<file path="config.mk">
export PLATFORM = sky130hd
export DESIGN_NAME = io_post_buffer
export DESIGN_NICKNAME = d
export VERILOG_FILES = /design/src/rtl/io_post_buffer.sv
export SDC_FILE = /design/constraint.sdc
export NUM_CORES = 1
export LEC_CHECK = 0
export ABC_AREA = 0
export CAP_MARGIN = 25
export CORE_MARGIN = 5
export CORE_UTILIZATION = 58
export CTS_BUF_LIST = sky130_fd_sc_hd__clkbuf_8
export DETAILED_ROUTE_END_ITERATION = 10
export HOLD_SLACK_MARGIN = 0.06
export PLACE_DENSITY = 0.8
export SKIP_LAST_GASP = 1
export SLEW_MARGIN = 20
export SYNTH_ARGS = -nofsm -noshare
export SYNTH_HDL_FRONTEND = slang
export SYNTH_SLANG_ARGS = --single-unit
</file>
<file path="constraint.sdc">
create_clock -name CLK -period 2.65 [get_ports CLK]
set_input_delay 0.3975 -clock CLK [delete_from_list [all_inputs] [get_ports CLK]]
set_output_delay 0.3975 -clock CLK [all_outputs]
set_load 0.02 [all_outputs]
</file>
<file path="src/rtl/io_post_buffer.sv">
// io_post_buffer: posts CPU IO writes into a small ordered FIFO and replays them to the IO domain.
// Depth is 1 entry by default; define POSTBUF_DEPTH2_EN for a 2-entry buffer.
module io_post_buffer (
    input  logic        CLK,
    input  logic        nRES,
    input  logic [23:1] A,
    input  logic [15:0] D,
    input  logic        nUDS,
    input  logic        nLDS,
    input  logic        nWE,
    input  logic        BACT,
    input  logic        IOPWCS,
    output logic        PostACK,
    output logic        PostEmpty,
    output logic        PostFull,
    output logic        IOREQ,
    output logic [23:1] IOA,
    output logic [15:0] IOD,
    output logic        IOnUDS,
    output logic        IOnLDS,
    input  logic        IOACK
);
`ifdef POSTBUF_DEPTH2_EN
    localparam logic [1:0] DEPTH = 2'd2;
`else
    localparam logic [1:0] DEPTH = 2'd1;
`endif
    typedef enum logic {WAIT, ACKED} cap_e;
    typedef enum logic [1:0] {IDLE, REQ, RECOV} drn_e;
    logic [40:0] mem_q [4];
    logic [40:0] head;
    logic [1:0]  wptr_q, wptr_d, rptr_q, rptr_d, cnt_q, cnt_d;
    cap_e        cap_q;
    drn_e        drn_q;
    logic        postack_q, ioreq_q, iouds_q, iolds_q;
    logic [23:1] ioa_q;
    logic [15:0] iod_q;
    logic        push, pop;

    assign PostEmpty = cnt_q == 2'd0;
    assign PostFull  = cnt_q == DEPTH;
    // stall decision uses the pre-edge full flag, so a pop frees the slot one cycle later
    assign push      = BACT & IOPWCS & ~nWE & ~PostFull & (cap_q == WAIT);
    assign pop       = (drn_q == REQ) & IOACK;
    assign head      = mem_q[rptr_q];

    always_comb begin
        wptr_d = push ? ((wptr_q == DEPTH - 2'd1) ? 2'd0 : wptr_q + 2'd1) : wptr_q;
        rptr_d = pop ? ((rptr_q == DEPTH - 2'd1) ? 2'd0 : rptr_q + 2'd1) : rptr_q;
        cnt_d  = cnt_q + {1'b0, push} - {1'b0, pop};
    end

    always_ff @(posedge CLK) begin
        if (push) mem_q[wptr_q] <= {A, D, nUDS, nLDS};
    end

    always_ff @(posedge CLK or negedge nRES) begin
        if (!nRES) begin
            wptr_q    <= 2'd0;
            rptr_q    <= 2'd0;
            cnt_q     <= 2'd0;
            cap_q     <= WAIT;
            drn_q     <= IDLE;
            postack_q <= 1'b0;
            ioreq_q   <= 1'b0;
            ioa_q     <= '0;
            iod_q     <= '0;
            iouds_q   <= 1'b1;
            iolds_q   <= 1'b1;
        end else begin
            wptr_q <= wptr_d;
            rptr_q <= rptr_d;
            cnt_q  <= cnt_d;
            case (cap_q)
                WAIT: if (push) begin
                    cap_q     <= ACKED;
                    postack_q <= 1'b1;
                end
                ACKED: if (!BACT) begin
                    cap_q     <= WAIT;
                    postack_q <= 1'b0;
                end
            endcase
            case (drn_q)
                IDLE: if (!PostEmpty) begin
                    drn_q   <= REQ;
                    ioreq_q <= 1'b1;
                    {ioa_q, iod_q, iouds_q, iolds_q} <= head;
                end
                REQ: if (IOACK) begin
                    drn_q   <= RECOV;
                    ioreq_q <= 1'b0;
                end
                RECOV: drn_q <= IDLE;
                default: begin
                    drn_q   <= IDLE;
                    ioreq_q <= 1'b0;
                end
            endcase
        end
    end

    assign PostACK = postack_q;
    assign IOREQ   = ioreq_q;
    assign IOA     = ioa_q;
    assign IOD     = iod_q;
    assign IOnUDS  = iouds_q;
    assign IOnLDS  = iolds_q;
endmodule

</file>
[Word-level counts from Yosys, hierarchy flattened]
Memories as Yosys holds them, arrays and structs flattened. A register that Yosys moved wholly into a read port is not among the register bits.
Index checks and enable logic that the tools add are counted.
Operators by class
  add/sub/neg operators: 4
  $mul: 0
  divide/modulo/power cells: 0
  magnitude comparators: 0
  equal/unequal tests: 7
  shift operators: 0
  mux-type cells: 15
  bitwise gates (word level): 10
  reductions and logical operators: 9
Operators by type and width (count)
  $logic_not A2 Y1: 4
  $mux W2: 4
  $ne A2 B2 Y1 const B: 4
  $mux W1: 7
  $reduce_and A2 Y1: 3
  $and A1 B1 Y1: 5
  $not A1 Y1: 5
  $add A2 B1 Y2 const B: 2
  $eq A2 B1 Y1 const B: 2
  $pmux W1 S2: 2
  $pmux W2 S2: 1
  $pmux W1 S3: 1
  $reduce_and A3 Y1: 1
  $add A2 B1 Y2: 1
  $eq A2 B2 Y1 const B: 1
  $sub A2 B1 Y2: 1
  $logic_not A1 Y1: 1
Storage, ports and cells
  flip-flop bits (word level): 11
  latch bits: 0
  RAM bits: 164
  ROM bits: 0
  input bits: 47
  logic and storage cells: 53
  memories kept: 1
Memory list
  mem_q: words 4, bits a word 41, read ports 1, clocked after Yosys merged registers in 1, write ports 1, line 30  | logic [40:0] mem_q [4];

[Depth between registers and ports, before layout]
Gate-level depths: netlist of the first run.
  word-level depth: 6
  depth in mapped cells: 8

[Worst setup path after synthesis of the first run]
No wires, ideal clock.
  kind: register -> register
  start point: reg cnt_q[0]
  end point: mem mem_q[2][0] (enable)
  arrival time: 2.009 ns
  required time: 2.248 ns
  slack: 0.238 ns
  stages on the path, launching flop included: 4
  period minus slack after synthesis: 2.412 ns
  cell sequence: dfrtp_1 > nor2b_1 > nor4_4 > and2_1
Between the ends
  cells in the longest elaborated chain, start to end: 6
Ends and longest elaborated chain
  start, declared: line 32  | logic [1:0] wptr_q, wptr_d, rptr_q, rptr_d, cnt_q, cnt_d;
  start signal, assigned: line 73  | cnt_q <= cnt_d;
  $eq A2 B1 Y1: line 41  | assign PostFull = cnt_q == DEPTH;
  net PostFull: line 15  | output logic PostFull,
  $not A1 Y1: line 43  | assign push = BACT & IOPWCS & ~nWE & ~PostFull & (cap_q == WAIT);
  $and A1 B1 Y1 (2 in series): line 43
  $mux W1: line 54  | if (push) mem_q[wptr_q] <= {A, D, nUDS, nLDS};
  $mux W1 (implied by the code): line 54
  end, declared: line 30
The timed path passes the listed nets, and every way through them passes these cells.

[Worst setup path after layout of the first run]
  start point: reg cnt_q[0]
  end point: out PostEmpty
Between the ends
  cells in the longest elaborated chain, start to end: 1
Ends and longest elaborated chain
  $logic_not A2 Y1: line 40  | assign PostEmpty = cnt_q == 2'd0;
  end, declared: line 14  | output logic PostEmpty,
Every way passes these cells.

==> results of run 1 <==
## flip-flops by register name, indices dropped and copies added (netlist names)
signal,count
IOA,23
IOD,16
IOREQ,1
IOnLDS,1
IOnUDS,1
PostACK,1
cap_q,1
cnt_q,2
drn_q,2
mem_q,164
rptr_q,2
wptr_q,2
## area by class of cell
cell class | count | area, sq um
well taps | 180 | 225
clock inverters | 24 | 92.6
repair buffers | 102 | 1070
fillers | 861 | 3900
inverters | 6 | 22.5
clock buffers | 38 | 523
multi-input cells | 119 | 1710
flip-flops and latches | 216 | 6230
## metrics by stage
stage | hold slack, ns | cell area [sq um] | total power, mW | instances | utilization
after global placement | 0.363 | 9250 | 7.61 | 622 | 0.672
final | 0.393 | 9870 | 10.1 | 685 | 0.717
after global routing | 0.401 | 9870 | 10.6 | 685 | 0.717
after CTS | 0.380 | 9870 | 10.2 | 685 | 0.717
after detailed placement | 0.374 | 9250 | 7.71 | 622 | 0.672
after floorplan | 0.102 | 8050 | 6.50 | 356 | -
## worst max-delay path by stage
stage	startpoint	end	depth (start not counted)	slack (ns)
after detailed placement	BACT	cnt_q[1]	9	0.32
after global placement	BACT	cnt_q[1]	9	0.39
final	cnt_q[0]	PostEmpty	2	0.39
after global routing	cnt_q[0]	PostEmpty	2	0.28
after CTS	cnt_q[0]	PostEmpty	2	0.36
after floorplan	cnt_q[0]	mem_q[2][0]	3	0.24
## cell usage after synthesis
cell type,instances
sky130_fd_sc_hd__inv_1,6
sky130_fd_sc_hd__nor3_1,1
sky130_fd_sc_hd__mux2_4,3
sky130_fd_sc_hd__dfrtp_1,50
sky130_fd_sc_hd__and3b_1,2
sky130_fd_sc_hd__mux4_2,39
sky130_fd_sc_hd__ha_1,8
sky130_fd_sc_hd__nor3_2,1
sky130_fd_sc_hd__nand2_1,6
sky130_fd_sc_hd__dfstp_2,2
sky130_fd_sc_hd__a211oi_1,1
sky130_fd_sc_hd__xnor2_1,2
sky130_fd_sc_hd__buf_6,5
sky130_fd_sc_hd__nor4_4,1
sky130_fd_sc_hd__o21ba_2,1
sky130_fd_sc_hd__o21ai_0,3
sky130_fd_sc_hd__clkbuf_1,5
sky130_fd_sc_hd__buf_2,5
sky130_fd_sc_hd__and2_1,4
sky130_fd_sc_hd__edfxtp_1,164
sky130_fd_sc_hd__a21oi_1,1
sky130_fd_sc_hd__nor2_1,3
sky130_fd_sc_hd__mux4_1,2
sky130_fd_sc_hd__nor2b_1,1
sky130_fd_sc_hd__mux2_2,40
## worst reg2reg max path, stage by stage (launching register included)
cell and delay, ns:
sky130_fd_sc_hd__dfrtp_1 0.41, sky130_fd_sc_hd__nor2b_1 0.19, sky130_fd_sc_hd__nor4_4 0.37, sky130_fd_sc_hd__inv_1 0.14, sky130_fd_sc_hd__ha_1 0.30, sky130_fd_sc_hd__inv_1 0.04, sky130_fd_sc_hd__ha_1 0.17, sky130_fd_sc_hd__xnor2_1 0.16
sky130_fd_sc_hd__xnor2_1 0.13
## kinds of logic (layout without fill, tap and decap cells)
kind of cell	Yosys count	after routing	share of synthesized area
AOI/OAI and AO/OA	6	6	0.00466
xor gates and xnor gates	2	2	0.00218
and+or+nand+nor	19	19	0.0148
muxes	84	84	0.177
buffers and inverters	21	170	0.0152
adders and majority gates	8	8	0.0124
DFF	216	216	0.774
## routing by layer
layer  part of all wire  vias up  global-route usage  routed length (um)
met4              0.016        0              0.0524                 217
li1                   -     1687                   -                   -
met1               0.42     1948               0.234                5780
met2               0.51      118               0.297                7060
met3              0.059       25              0.0438                 824
met5                  0        -                   0                   0
## where the power goes
part	leakage [nW]	internal, mW	switching [mW]
combinational	1.02	1.77	1.31
sequential	2.09	4.12	0.379
clock	0.364	1.31	1.18
==> impl_summary.txt, run 1 <==
----------------------------------------------------
[Outcome]
  Run status ... finished, final reports clean

[GRT]
  Overall routing resource usage ... 0.177
  Maximum number of pins on one net before global-route repair ... 42
  Total congestion overflow ... 0
  Antenna violations before repair ... 0
  Wire length of the first global-routing pass ... 22200 um
  Vias in the first global route ... 4152

[Worst setup path]
  Slowest CP cell ... sky130_fd_sc_hd__clkdlybuf4s50_1
  Arrival time of data at the critical path endpoint ... 1.86 ns
  Worst R2R End ... cnt_q[1]
  Highest cell delay on the worst timing path ... 0.68 ns
  Worst reg-to-reg setup slack ... ~0.66 ns
  Number of buffer and inverter instances along the worst setup path ... 1
  Crit path cell chain ... nor2_1 > clkdlybuf4s50_1
  Worst-path maximum fanout ... 4
  Cell class contributing the biggest share of worst-path delay ... buffers and inverters
  Endpoint kind of the worst setup timing path ... output pin
  Worst flop-to-flop path startpoint ... cnt_q[0]
  Cells on worst reg2reg path ... 8
  Critical setup path kind ... flop to output pin
  Kind of launch point of the worst setup path ... flop
  Required time at the endpoint of the critical path ... 2.25 ns

[Clock tree]
  Clk pin slew, worst setup/hold paths ... 0.06 ns
  Root buffer selected by CTS ... sky130_fd_sc_hd__clkbuf_8
  Depth of the CTS H-tree ... 2
  Clock Sinks ... 216
  Hold_buf cts ... 1
  Clock tree from TritonCTS ... yes
  Clock insertion delay at the later pin of the skew report ... 0.49 ns
  Number of buffers added by the clock tree synthesis step ... 34
  Post-CTS repair timing setup buffer count ... 0
  CTS max path bufs ... 3
  Post-cts resize count ... 0

[Worst hold path]
  Worst min path class ... input port to async pin

[Synthesis]
  Dominant cells by area after synthesis ... sky130_fd_sc_hd__edfxtp_1 61%, sky130_fd_sc_hd__dfrtp_1 16%, sky130_fd_sc_hd__mux4_2 11%
  Yosys top cell area share ... 0.612
  Post-Syn Area ... 8050 sq um
  Net Count, Synth ... slightly above 400
  Proportion of synthesized chip area in sequential cells ... 0.774
  Number of warnings printed during yosys synthesis ... 0
  Register bit count reported by yosys ... 216
  Post-synthesis area per instance ... 22.6 sq um
  Number of distinct library cells after synthesis ... 25
  Post-synthesis instance total ... 356
  Biggest area consumer among synthesized cells ... sky130_fd_sc_hd__edfxtp_1

[Power and ir drop]
  VDD IR-drop max ... approximately 0.57 mV
  Leakage component of the power ... between 3 and 4 nW
  Power per cell area ... 1020 nW/um^2

[Routing]
  Average routed wire per standard cell ... between 20 and 25 um
  Final ANT Viol Nets ... 0
  Number of search-and-repair iterations in the first detailed-routing pass ... 4
  Vias per cell ... 5.52
  Via count of the routed design ... 3778
  Drt first-iter violations ... 235
  Number of design rule violations left after detail routing ... 0
  Routed WL ... about 14000 um

[Run]
  Number of max-cap violations ... 0

[STA]
  Fin crit share ... 0.853
  Highest attainable clock frequency ... 442 MHz
  Final-report setup violation count ... 0
  Fin. Hold Viols ... 0
  Fin Clk Skew ... between 0.015 and 0.02 ns
  Unrepaired setup endpoints after global routing ... no
  Setup slack after layout ... 0.389 ns
  Pins over their slew limit ... 0
  Rel. slew slack ... 0.583
  Setup TNS after final layout ... 0 ns
  Period minus WS final ... 2.26 ns
  Transition time at the pin with the least slew margin ... 0.626 ns

[Finish]
  Area delta synth->final ... 22.6%
  Number of nets in the final layout ... 534
  Most common library cell in the layout ignoring fill and taps ... sky130_fd_sc_hd__edfxtp_1
  Ratio of cells with drive above 1 in the final layout ... 0.285
  Commonest cells after routing, fill and taps aside ... 164 x sky130_fd_sc_hd__edfxtp_1, 90 x sky130_fd_sc_hd__clkdlybuf4s50_1, 48 x sky130_fd_sc_hd__dfrtp_1
  Number of diodes added for antenna fixing ... 0

[Placement]
  Pre-CTS worst setup slack ... 0.319 ns
  DP HPWL ... 8430 um
  Gp weighted congestion ... 0.715
  Number of buffer cells added on primary ports ... 91

[Floorplan]
  Die height ... 128 um
  Floorplan row count ... between 40 and 50
  Die W ... 128 um
  Placeable core area ... 13800 sq um
  Initial cell density of the core ... 0.585
  Die Footprint ... 16300 sq um
  Top-level I/O count ... 92

----------------------------------------------------
(Power assumes the default switching activity.)
==> run 2: changes to the inputs <==
CORE_UTILIZATION = 35   (was 58)
PLACE_DENSITY = 0.52   (was 0.8)
==> impl_summary.txt, run 2 (synthesis results as in run 1) <==
----------------------------------------------------
[Routing]
  Average routed wire per standard cell ... 19.4 um (-4.3%)
  Vias per cell ... 4.74 (-14%)
  Via count of the routed design ... 3808 (+0.79%)
  Routed WL ... 15600 um (+12%)
  Number of search-and-repair iterations in the first detailed-routing pass ... 4 (unchanged)
  Drt first-iter violations ... 137 (-42%)
  Number of design rule violations left after detail routing ... 0 (unchanged)
  Final ANT Viol Nets ... 0 (unchanged)

[Floorplan]
  Placeable core area ... 22600 sq um (+64%)
  Die W ... 162 um (+26%)
  Top-level I/O count ... 92 (unchanged)
  Floorplan row count ... 55 (+28%)
  Initial cell density of the core ... 0.356 (-0.229)
  Die Footprint ... 26100 sq um (+60%)
  Die height ... 162 um (+26%)

[Run]
  Number of max-cap violations ... 0 (unchanged)

[Placement]
  DP HPWL ... 9740 um (+16%)
  Instance area after placement ... 9410 sq um (+1.7%)
  Number of buffer cells added on primary ports ... 91 (unchanged)
  Gp weighted congestion ... 0.682 (-4.6%)

[Power and ir drop]
  Power per cell area ... 1040 nW/um^2 (+1.6%)
  VDD IR-drop max ... 0.479 mV (-16%)
  Leakage component of the power ... 3.57 nW (+2.6%)

[STA]
  Setup TNS after final layout ... 0 ns (unchanged)
  Transition time at the pin with the least slew margin ... 0.623 ns (-0.00275 ns)
  Final-report setup violation count ... 0 (unchanged)
  Highest attainable clock frequency ... 436 MHz (-1.5%)
  Pins over their slew limit ... 0 (unchanged)
  Rel. slew slack ... 0.585 (+0.00183)
  Period minus WS final ... 2.29 ns (+0.0336 ns)
  Unrepaired setup endpoints after global routing ... no
  Fin crit share ... 0.866 (+0.0127)
  Fin. Hold Viols ... 0 (unchanged)
  Fin Clk Skew ... 0.0204 ns (+0.00154 ns)

[Clock tree]
  Clock insertion delay at the later pin of the skew report ... 0.51 ns (+0.02 ns)
  Clk pin slew, worst setup/hold paths ... 0.06 ns (about the same)
  Root buffer selected by CTS ... sky130_fd_sc_hd__clkbuf_8
  Clock Sinks ... 216 (unchanged)
  Depth of the CTS H-tree ... 2 (unchanged)
  Clock tree from TritonCTS ... yes
  Post-cts resize count ... 0 (unchanged)
  Post-CTS repair timing setup buffer count ... 0 (unchanged)
  Number of buffers added by the clock tree synthesis step ... 38 (+12%)
  CTS max path bufs ... 3 (unchanged)

[Worst setup path]
  Slowest CP cell ... sky130_fd_sc_hd__clkdlybuf4s50_1
  Kind of launch point of the worst setup path ... flop
  Arrival time of data at the critical path endpoint ... 1.90 ns (+0.04 ns)
  Required time at the endpoint of the critical path ... 2.25 ns (about the same)
  Endpoint kind of the worst setup timing path ... output pin
  Critical setup path kind ... flop to output pin
  Crit path cell chain ... nor2_1 > clkdlybuf4s50_1
  Highest cell delay on the worst timing path ... 0.68 ns (about the same)
  Worst-path maximum fanout ... 4 (unchanged)

[GRT]
  Antenna violations before repair ... 0 (unchanged)
  Maximum number of pins on one net before global-route repair ... 42 (unchanged)
  Vias in the first global route ... 4374 (+5.3%)
  Overall routing resource usage ... 0.122 (-0.0550)
  Total congestion overflow ... 0 (unchanged)
  Wire length of the first global-routing pass ... 24700 um (+12%)

[Finish]
  Final instance area ... 10100 sq um (+2.7%)
  Most common library cell in the layout ignoring fill and taps ... sky130_fd_sc_hd__edfxtp_1
  Largest Register ... mem_q
  Commonest cells after routing, fill and taps aside ... 164 x sky130_fd_sc_hd__edfxtp_1, 90 x sky130_fd_sc_hd__clkdlybuf4s50_1, 48 x sky130_fd_sc_hd__dfrtp_1
  Flip-flop count of the largest register, all copies and words added ... 164 (unchanged)
  Ratio of cells with drive above 1 in the final layout ... 0.301 (+0.0160)
  Number of diodes added for antenna fixing ... 0 (unchanged)
  Number of nets in the final layout ... 543 (+1.7%)
  Area delta synth->final ... 26.0%

[Outcome]
  Run status ... finished, final reports clean

[Worst hold path]
  Worst min path class ... input port to async pin

----------------------------------------------------
==> run 2: changes by cell type in the layout (fill, tap and decap cells not counted), sizes merged <==
cell / change
buf: +5
inv: +5
clkinv: -3
bufinv: +2
clkbuf: +2
clkinvlp: +2
==> run 2: metrics by stage <==
stage | std cells | worst slack (ns) | utilization | hold slack (ns) | power (mW)
final | 803 | 0.356 | 0.448 | 0.365 | 10.5
after global placement | 732 | 0.492 | 0.415 | 0.357 | 7.73
after floorplan | 356 | 0.238 | - | 0.102 | 6.50
after global routing | 803 | 0.226 | 0.448 | 0.375 | 11.1
after detailed placement | 732 | 0.465 | 0.415 | 0.365 | 7.78
after CTS | 803 | 0.310 | 0.448 | 0.358 | 10.7
==> run 2: power by group <==
group | total, mW | internal, mW | leakage [nW] | switching (mW)
clock network | 2.88 | 1.60 | 0.428 | 1.28
registers | 4.48 | 4.12 | 2.09 | 0.362
logic | 3.15 | 1.78 | 1.05 | 1.37
==> run 2: final timing paths <==
kind / depth (start not counted) / endpoint / from / slack, ns
worst min-delay path: 2 / IOD[1] / nRES / 0.36
worst min register to register: 1 / IOD[1] / IOD[1] / 0.50
worst max register to register: 3 / IOD[11] / rptr_q[0] / 0.72
min in group CLK: 1 / IOD[1] / IOD[1] / 0.50
worst max-delay path: 2 / PostEmpty / cnt_q[0] / 0.36
max in group asynchronous: 3 / IOD[14] / nRES / 1.68
==> run 2: what timing repair did <==
action,in CTS,in global routing
endpoints found under the setup margin,0,0
hold endpoints to repair,12,0
hold buffers,1,0
==> run 2: layout make-up <==
type / count / area [sq um]
fillers: 1950 / 12500
flip-flops and latches: 216 / 6230
multi-input cells: 119 / 1710
repair buffers: 107 / 1090
clock buffers: 40 / 551
well taps: 285 / 357
clock inverters: 30 / 180
inverters: 6 / 22.5
==> run 2: worst max-delay path, delay by kind of cell, from the launching register on <==
kind                   cells  cell delay [ns]
and+or+nand+nor            1             0.31
buffers and inverters      1             0.68
DFF                        1             0.40
==> run 2: layer usage <==
metal | GRT usage | routed length (um) | up-vias
met1 | 0.160 | 6840 | 1969
met4 | 0.0396 | 300 | 0
met2 | 0.202 | 7640 | 107
met3 | 0.0312 | 789 | 31
li1 | - | - | 1701
met5 | 0 | 0 | -
==> run 3: changes to the inputs <==
GPL_TIMING_DRIVEN = 0   (was not set)
==> impl_summary.txt, run 3 (synthesis results as in run 1) <==
----------------------------------------------------
[Clock tree]
  Number of buffers added by the clock tree synthesis step ... 37 (-2.6%)
  Clock Sinks ... 216 (unchanged)
  Clock insertion delay at the later pin of the skew report ... 0.52 ns (about the same)
  Post-cts resize count ... 0 (unchanged)
  Hold_buf cts ... 1 (unchanged)
  Clk pin slew, worst setup/hold paths ... 0.06 ns (about the same)
  Clock tree from TritonCTS ... yes
  Root buffer selected by CTS ... sky130_fd_sc_hd__clkbuf_8
  Depth of the CTS H-tree ... 2 (unchanged)
  CTS max path bufs ... 3 (unchanged)
  Post-CTS repair timing setup buffer count ... 0 (unchanged)

[Floorplan]
  Die W ... 162 um (unchanged)
  Top-level I/O count ... 92 (unchanged)
  Die height ... 162 um (unchanged)
  Die Footprint ... 26100 sq um (unchanged)
  Floorplan row count ... 55 (unchanged)
  Placeable core area ... 22600 sq um (unchanged)
  Initial cell density of the core ... 0.356 (unchanged)

[Routing]
  Number of search-and-repair iterations in the first detailed-routing pass ... 4 (unchanged)
  Final ANT Viol Nets ... 0 (unchanged)
  Drt first-iter violations ... 123 (-10%)
  Via count of the routed design ... 3821 (+0.34%)
  Average routed wire per standard cell ... 19.2 um (-0.74%)
  Routed WL ... 15500 um (-0.37%)
  Vias per cell ... 4.74 (about the same)
  Number of design rule violations left after detail routing ... 0 (unchanged)

[Finish]
  Final design utilization ... 0.448 (about the same)
  Filler-free cell count of the finished design ... 806 (+0.37%)
  Largest Register ... mem_q
  Most common library cell in the layout ignoring fill and taps ... sky130_fd_sc_hd__edfxtp_1
  Number of nets in the final layout ... 547 (+0.74%)
  Flip-flop count of the largest register, all copies and words added ... 164 (unchanged)
  Number of diodes added for antenna fixing ... 0 (unchanged)
  Final instance area ... 10100 sq um (about the same)
  Ratio of cells with drive above 1 in the final layout ... 0.292 (-0.00941)
  Fill cell count ... 1950 (unchanged)
  Area delta synth->final ... 26.0% (about the same)
  Commonest cells after routing, fill and taps aside ... 164 x sky130_fd_sc_hd__edfxtp_1, 90 x sky130_fd_sc_hd__clkdlybuf4s50_1, 50 x sky130_fd_sc_hd__dfrtp_1

[Worst setup path]
  Crit path cell chain ... nor2b_1 > clkdlybuf4s50_1
  Arrival time of data at the critical path endpoint ... 1.85 ns (-0.05 ns)
  Endpoint kind of the worst setup timing path ... output pin
  Required time at the endpoint of the critical path ... 2.25 ns (about the same)
  Worst-path maximum fanout ... 4 (unchanged)
  Critical setup path kind ... flop to output pin
  Cell class contributing the biggest share of worst-path delay ... buffers and inverters
  Highest cell delay on the worst timing path ... 0.67 ns (about the same)
  Number of buffer and inverter instances along the worst setup path ... 1 (unchanged)
  Kind of launch point of the worst setup path ... flop
  Slowest CP cell ... sky130_fd_sc_hd__clkdlybuf4s50_1

[Placement]
  DP HPWL ... 9440 um (-3.1%)
  Number of buffer cells added on primary ports ... 91 (unchanged)
  Pre-CTS worst setup slack ... 0.230 ns (-0.235 ns)
  Instance area after placement ... 9430 sq um (+0.31%)
  Number of cells after detailed placement ... 737 (+0.68%)
  Gp weighted congestion ... 0.657 (-3.6%)

[GRT]
  Wire length of the first global-routing pass ... 24700 um (-0.19%)
  Total congestion overflow ... 0 (unchanged)
  Overall routing resource usage ... 0.124 (+0.00212)
  Vias in the first global route ... 4398 (+0.55%)
  Maximum number of pins on one net before global-route repair ... 37 (-12%)
  Antenna violations before repair ... 0 (unchanged)

[Power and ir drop]
  Power per cell area ... 1030 nW/um^2 (-0.78%)
  VDD IR-drop max ... 0.458 mV (-4.4%)
  Post-route total power ... 10.4 mW (-0.81%)
  Leakage component of the power ... 3.57 nW (about the same)

[STA]
  Final-report setup violation count ... 0 (unchanged)
  Pins over their slew limit ... 0 (unchanged)
  Transition time at the pin with the least slew margin ... 0.704 ns (+0.0808 ns)
  Worst hold slack across all endpoints ... 0.314 ns (-0.0512 ns)
  Period minus WS final ... 2.25 ns (-0.0430 ns)
  Fin. Hold Viols ... 0 (unchanged)
  Fin Clk Skew ... 0.0121 ns (-0.00830 ns)
  Rel. slew slack ... 0.531 (-0.0539)
  Unrepaired setup endpoints after global routing ... no
  Fin crit share ... 0.850 (-0.0162)
  Highest attainable clock frequency ... 444 MHz (+1.9%)
  Setup slack after layout ... 0.399 ns (+0.0430 ns)
  Setup TNS after final layout ... 0 ns (unchanged)

[Worst hold path]
  Worst min path class ... input port to async pin

[Outcome]
  Run status ... finished, final reports clean

[Run]
  Number of max-cap violations ... 0 (unchanged)

----------------------------------------------------
[run 3: worst paths after layout]
path	from	to	slack, ns	cells past startpoint
max in group asynchronous	nRES	IOnLDS	1.77	3
worst max register to register	cnt_q[0]	cnt_q[1]	0.62	8
worst max-delay path	cnt_q[1]	PostFull	0.40	2
worst min-delay path	nRES	IOA[6]	0.31	2
min in group CLK	BACT	cap_q	0.50	3
worst min register to register	IOA[9]	IOA[9]	0.50	1
[run 3: worst register-to-register path, cell delays in order (launching register included)]
cell and delay [ns]:
sky130_fd_sc_hd__dfrtp_1 0.41, sky130_fd_sc_hd__nor2b_1 0.18, sky130_fd_sc_hd__nor4_4 0.42, sky130_fd_sc_hd__inv_1 0.15, sky130_fd_sc_hd__ha_1 0.31, sky130_fd_sc_hd__inv_1 0.04, sky130_fd_sc_hd__ha_1 0.17, sky130_fd_sc_hd__xnor2_1 0.13
sky130_fd_sc_hd__xnor2_1 0.12
[run 3: cell type report]
type / count / area [sq um] / share of cell area
clock buffer: 41 / 564 / 0.0556
tap: 285 / 357 / 0.0352
clock inverter: 27 / 134 / 0.0132
buffer: 15 / 100 / 0.00987
multi-input combinational: 119 / 1710 / 0.169
inverter: 6 / 22.5 / 0.00222
timing repair buffer: 97 / 1030 / 0.101
sequential: 216 / 6230 / 0.614
[run 3: power breakdown]
part	internal, mW	switching (mW)	leakage (nW)
logic	1.81	1.48	1.05
registers	4.11	0.257	2.09
clock network	1.52	1.26	0.421
total	7.44	2.99	3.57
[run 3: metal layers]
layer / vias up / part of all wire / GRT usage
met2: 102 / 0.51 / 0.211
met3: 29 / 0.057 / 0.0355
li1: 1713 / - / -
met4: 0 / 0.019 / 0.0427
met5: - / 0 / 0
met1: 1977 / 0.41 / 0.154
